<file path="src/rtl/alu_word_sequencer.sv">
// Word-wide front end for a 4-bit parallel ALU: runs one operation nibble by nibble,
// LSB first, chaining P[3] into the next Pin, with a start/done handshake.
`timescale 1ns/1ps
module alu_word_sequencer #(
  parameter int NIBBLES = 4
) (
  input  logic                   clk,
  input  logic                   rst,
  input  logic                   start,
  input  logic [3:0]             op_s,
  input  logic                   op_m,
  input  logic                   cin,
  input  logic [4*NIBBLES-1:0]   a_word,
  input  logic [4*NIBBLES-1:0]   b_word,
  output logic                   busy,
  output logic                   done,
  output logic [4*NIBBLES-1:0]   result,
  output logic                   cout,
  output logic                   zero,
  output logic [3:0]             alu_a,
  output logic [3:0]             alu_b,
  output logic [3:0]             alu_s,
  output logic                   alu_m,
  output logic                   alu_pin,
  input  logic [3:0]             alu_r,
  input  logic [3:0]             alu_p
);
  // state | meaning
  // IDLE  | waiting for start
  // RUN   | one nibble per clock through the ALU
  // DONE  | one-cycle done pulse; start here is accepted back-to-back

  localparam int W  = 4 * NIBBLES;
  localparam int IW = (NIBBLES > 1) ? $clog2(NIBBLES) : 1;
  localparam logic [IW-1:0] LAST = IW'(NIBBLES - 1);

  typedef enum logic [1:0] {IDLE, RUN, DONE} state_t;

  state_t          state, state_nxt;
  logic            accept, last;
  logic [W-1:0]    a_reg, b_reg, result_nxt;
  logic [3:0]      s_reg;
  logic            m_reg, carry;
  logic [IW-1:0]   idx;
  logic            unused_p;

  assign unused_p = ^alu_p[2:0];

  always_ff @(posedge clk or posedge rst) begin
    if (rst) state <= IDLE;
    else     state <= state_nxt;
  end

  always_comb begin
    state_nxt = state;
    accept    = 1'b0;
    last      = (idx == LAST);
    case (state)
      IDLE: if (start) begin
        accept    = 1'b1;
        state_nxt = RUN;
      end
      RUN:  if (last) state_nxt = DONE;
      DONE: begin
        if (start) begin
          accept    = 1'b1;
          state_nxt = RUN;
        end else begin
          state_nxt = IDLE;
        end
      end
      default: state_nxt = IDLE;
    endcase
  end

  assign busy = (state == RUN);
  assign done = (state == DONE);

  always_comb begin
    result_nxt             = result;
    result_nxt[4*idx +: 4] = alu_r;
  end

  // idx and carry stay put on the final nibble so the ALU inputs hold
  // their last driven values through DONE and IDLE.
  always_ff @(posedge clk or posedge rst) begin
    if (rst) begin
      a_reg  <= '0;
      b_reg  <= '0;
      s_reg  <= '0;
      m_reg  <= 1'b0;
      carry  <= 1'b0;
      idx    <= '0;
      result <= '0;
      cout   <= 1'b0;
      zero   <= 1'b0;
    end else if (accept) begin
      a_reg <= a_word;
      b_reg <= b_word;
      s_reg <= op_s;
      m_reg <= op_m;
      carry <= cin;
      idx   <= '0;
    end else if (state == RUN) begin
      result <= result_nxt;
      if (last) begin
        cout <= alu_p[3];
        zero <= (result_nxt == '0);
      end else begin
        carry <= alu_p[3];
        idx   <= idx + 1'b1;
      end
    end
  end

  assign alu_a   = a_reg[4*idx +: 4];
  assign alu_b   = b_reg[4*idx +: 4];
  assign alu_s   = s_reg;
  assign alu_m   = m_reg;
  assign alu_pin = carry;

endmodule

</file>
<file path="config.mk">
export PLATFORM = sky130hd
export DESIGN_NAME = alu_word_sequencer
export DESIGN_NICKNAME = d
export VERILOG_FILES = /design/src/rtl/alu_word_sequencer.sv
export SDC_FILE = /design/constraint.sdc
export NUM_CORES = 1
export LEC_CHECK = 0
export CAP_MARGIN = 5
export CORE_ASPECT_RATIO = 1.25
export CORE_UTILIZATION = 49
export CTS_BUF_LIST = sky130_fd_sc_hd__clkbuf_2 sky130_fd_sc_hd__clkbuf_4 sky130_fd_sc_hd__clkbuf_8
export DETAILED_ROUTE_END_ITERATION = 8
export HOLD_SLACK_MARGIN = 0.06
export PLACE_DENSITY = 0.9
export SYNTH_ARGS = -nofsm -noshare
export SYNTH_HDL_FRONTEND = slang
export SYNTH_SLANG_ARGS = --single-unit
</file>
<file path="constraint.sdc">
create_clock -name clk -period 3.1 [get_ports clk]
set_clock_uncertainty 0.2 [all_clocks]
set_input_delay 0.775 -clock clk [delete_from_list [all_inputs] [get_ports clk]]
set_output_delay 0.775 -clock clk [all_outputs]
set_load 0.02 [all_outputs]
</file>
==> results.toml <==
[clock_tree]
clock-sinks = 60
htreeDepth = 3
cts_setup_buffers = 0
numCtsBuffers = 9
path_clk_slew_ns = 0.07
clockBufferDepth = 2
root_buffer = "clkbuf_8"
clk_latency_ns = 0.34
cts_tree = "yes"
cts_resized = 0
ctsHoldBuffers = 0

[setup_path]
cp_num_cells = 2
rrSetupSlack_ns = 0.47
worstPathMaxFanout = 13
r2r_cells = 6
critPathCaptureType = "output port"
crit_type = "flop to output port"
critical-path-slowest-cell = "dfrtp_1"
worstReg2RegStart = "idx[1]$_DFFE_PP0P_"
r2r_end = "zero$_DFFE_PP0P_"
path_buf_inv = 1
critPathLaunchType = "flop"
slowest_delay_ns = 0.69
crit_path_start = "idx[1]$_DFFE_PP0P_"
cp_cell_sequence = "mux4_2 > clkdlybuf4s50_1"
crit_required_ns = 2.12
critPathTopFamily = "flip-flops"
endpoint = "alu_b[2]"
cp.arrival_ns = 2.00

[final_layout]
fillers = 380
layout-drive-gt1-share_pct = 12.0
multiInputGateArea_mm2 = 0.00120
final_area_mm2 = 0.00391
seqCellArea_mm2 = 0.00150
antenna_cells = 0
synthToLayoutAreaGrowth_pct = 39.7
nets = 424

[power]
power_density_mw_per_mm2 = 1080
leakage_nw = 1.85
ir_drop_v = 0.000629
total_power_mw = 4.23

[synth]
ys_dominant_reg_cell = "dfrtp_1"
synth_area_per_cell_um2 = 9.85
ys_seq_area_share_pct = 53.7
ys_ff_latch = 60
synth_top_cell_by_area = "dfrtp_1"
synthArstFlopShare_pct = 100
synth_enable_flop_cells = 0
synth_top_area_share_pct = 53.7
post-synth-top-count-cell = "nand2_1"
synth_cell_types = 40
yosysWarnings = 0
syn_inst = 284
synth_common_cells = "nand2_1, dfrtp_1, a22o_1"
synth_nets = 339
synth_area_leaders = "dfrtp_1, nand2_1, mux4_2, a22o_1, ha_1"
syn_area_mm2 = 0.00280

[floorplanning]
die_height_um = 86.5
die-area_mm2 = 0.00602
core_mm2 = 0.00548
num_rows = 30
initial_core_util_pct = 51.0
pin_count = 83
die-width_um = 69.6

[timing]
tightest_slew_ns = 0.551
setup_tns_ns = 0
drv_slew = 0
hold_viol_final = 0
hold_slack_ns = 0.276
min_period_ns = 2.98
fin_crit_sh_pct = 96.1
setup_viol = 0
fmax_ghz = 0.336
relSlewSlack_pct = 63.3
rsz0062_at_grt = "no"

[grt]
gr-usage-met1_pct = 26.8
grt.met2_usage_pct = 39.4
grt_pass1_wl_um = 10700
grt_pass1_vias = 2366
busiest_layer = "met2"
overflow = 0
grt_util_all_layers_pct = 23.0
grt_max_degree = 61
antenna_found_initial = 0
grt_use_met3_pct = 7.09

[drt]
drtIter0Drc = 173
vias_per_cell = 5.37
wl_per_cell_um = 14.6
vias = 2352
antenna_left = 0
drc_errors = 0
wl_um = 6390
drt_pass1_iterations = 5

[place]
gp_congestion = 0.910
place_area_mm2 = 0.00368
hpwlAfterDp_um = 4520
port_buffers = 79

[outcome]
status = "finished, final reports clean"

[worst_hold_path]
hp-class = "flop to flop"

[job]
drv_cap = 0
==> where the power goes <==
part	total, mW	internal, mW	switching, mW
clock	0.797	0.491	0.306
combinational	2.05	0.993	1.06
sequential	1.38	1.13	0.249
==> per-layer routing <==
layer	part of all wire, %	wire length (µm)	vias up
li1	-	-	1123
met1	40	2570	1123
met2	51	3270	95
met3	7.0	448	11
met4	1.6	102	0
met5	0	0	-
==> cell type report <==
class	count	area share, %
clock inverter	4	1.86
tap	64	2.05
sequential	60	38.4
multi-input combinational	202	30.8
timing repair buffer	87	22.1
clock buffer	12	3.91
inverter	9	0.865
==> worst min path at each step <==
stage	from	endpoint	slack, ns	depth (start not counted)
after floorplan	a_reg[10]$_DFFE_PP0P_	a_reg[10]$_DFFE_PP0P_	0.24	2
after global placement	b_reg[0]$_DFFE_PP0P_	b_reg[0]$_DFFE_PP0P_	0.25	2
after detailed placement	a_reg[2]$_DFFE_PP0P_	a_reg[2]$_DFFE_PP0P_	0.26	2
after CTS	b_reg[8]$_DFFE_PP0P_	b_reg[8]$_DFFE_PP0P_	0.28	2
after global routing	alu_m$_DFFE_PP0P_	alu_m$_DFFE_PP0P_	0.29	2
final	a_reg[15]$_DFFE_PP0P_	a_reg[15]$_DFFE_PP0P_	0.28	2
==> through the flow <==
| step | util [%] | setup WS (ns) | std cells |
|---|---|---|---|
| 3_3_place_gp | 67.2 | 0.510 | 422 |
| 2_1_floorplan | - | 0.640 | 284 |
| 5_1_grt | 71.3 | 0.0479 | 438 |
| 3_5_place_dp | 67.2 | 0.483 | 422 |
| 4_1_cts | 71.3 | 0.112 | 438 |
| 6_report | 71.3 | 0.122 | 438 |
==> worst reg2reg max path, cell delays in order (launching register included) <==
cell	delay (ns)
dfrtp_1	0.69
inv_1	0.17
ha_1	0.42
nor2b_2	0.21
and3_4	0.18
a311o_1	0.35
o41ai_2	0.30
==> logic make-up after synthesis <==
| family | count (synthesis) | synth area share [%] |
|---|---|---|
| compound gates | 31 | 8.99 |
| buf+inv | 22 | 3.40 |
| flops | 60 | 53.7 |
| simple gates | 155 | 24.0 |
| fa+ha+maj | 6 | 2.68 |
| mux | 10 | 7.25 |
==> cells in the final DEF, fill, tap and decap left out, drive strengths merged, types with 3 or more instances in the layout <==
master	synthesis	final
nor2b	4	4
ha	6	6
nand2b	3	3
dfrtp	60	60
mux4	8	8
a31oi	3	3
inv	8	8
clkdlybuf4s50	0	79
nor3b	3	3
and3	4	4
clkbuf	9	12
buf	4	8
nand2	125	125
nor2	3	3
nand3	4	4
o21ai	5	5
nor3	3	3
a22o	12	12
Power figures use the tool's default switching activity.
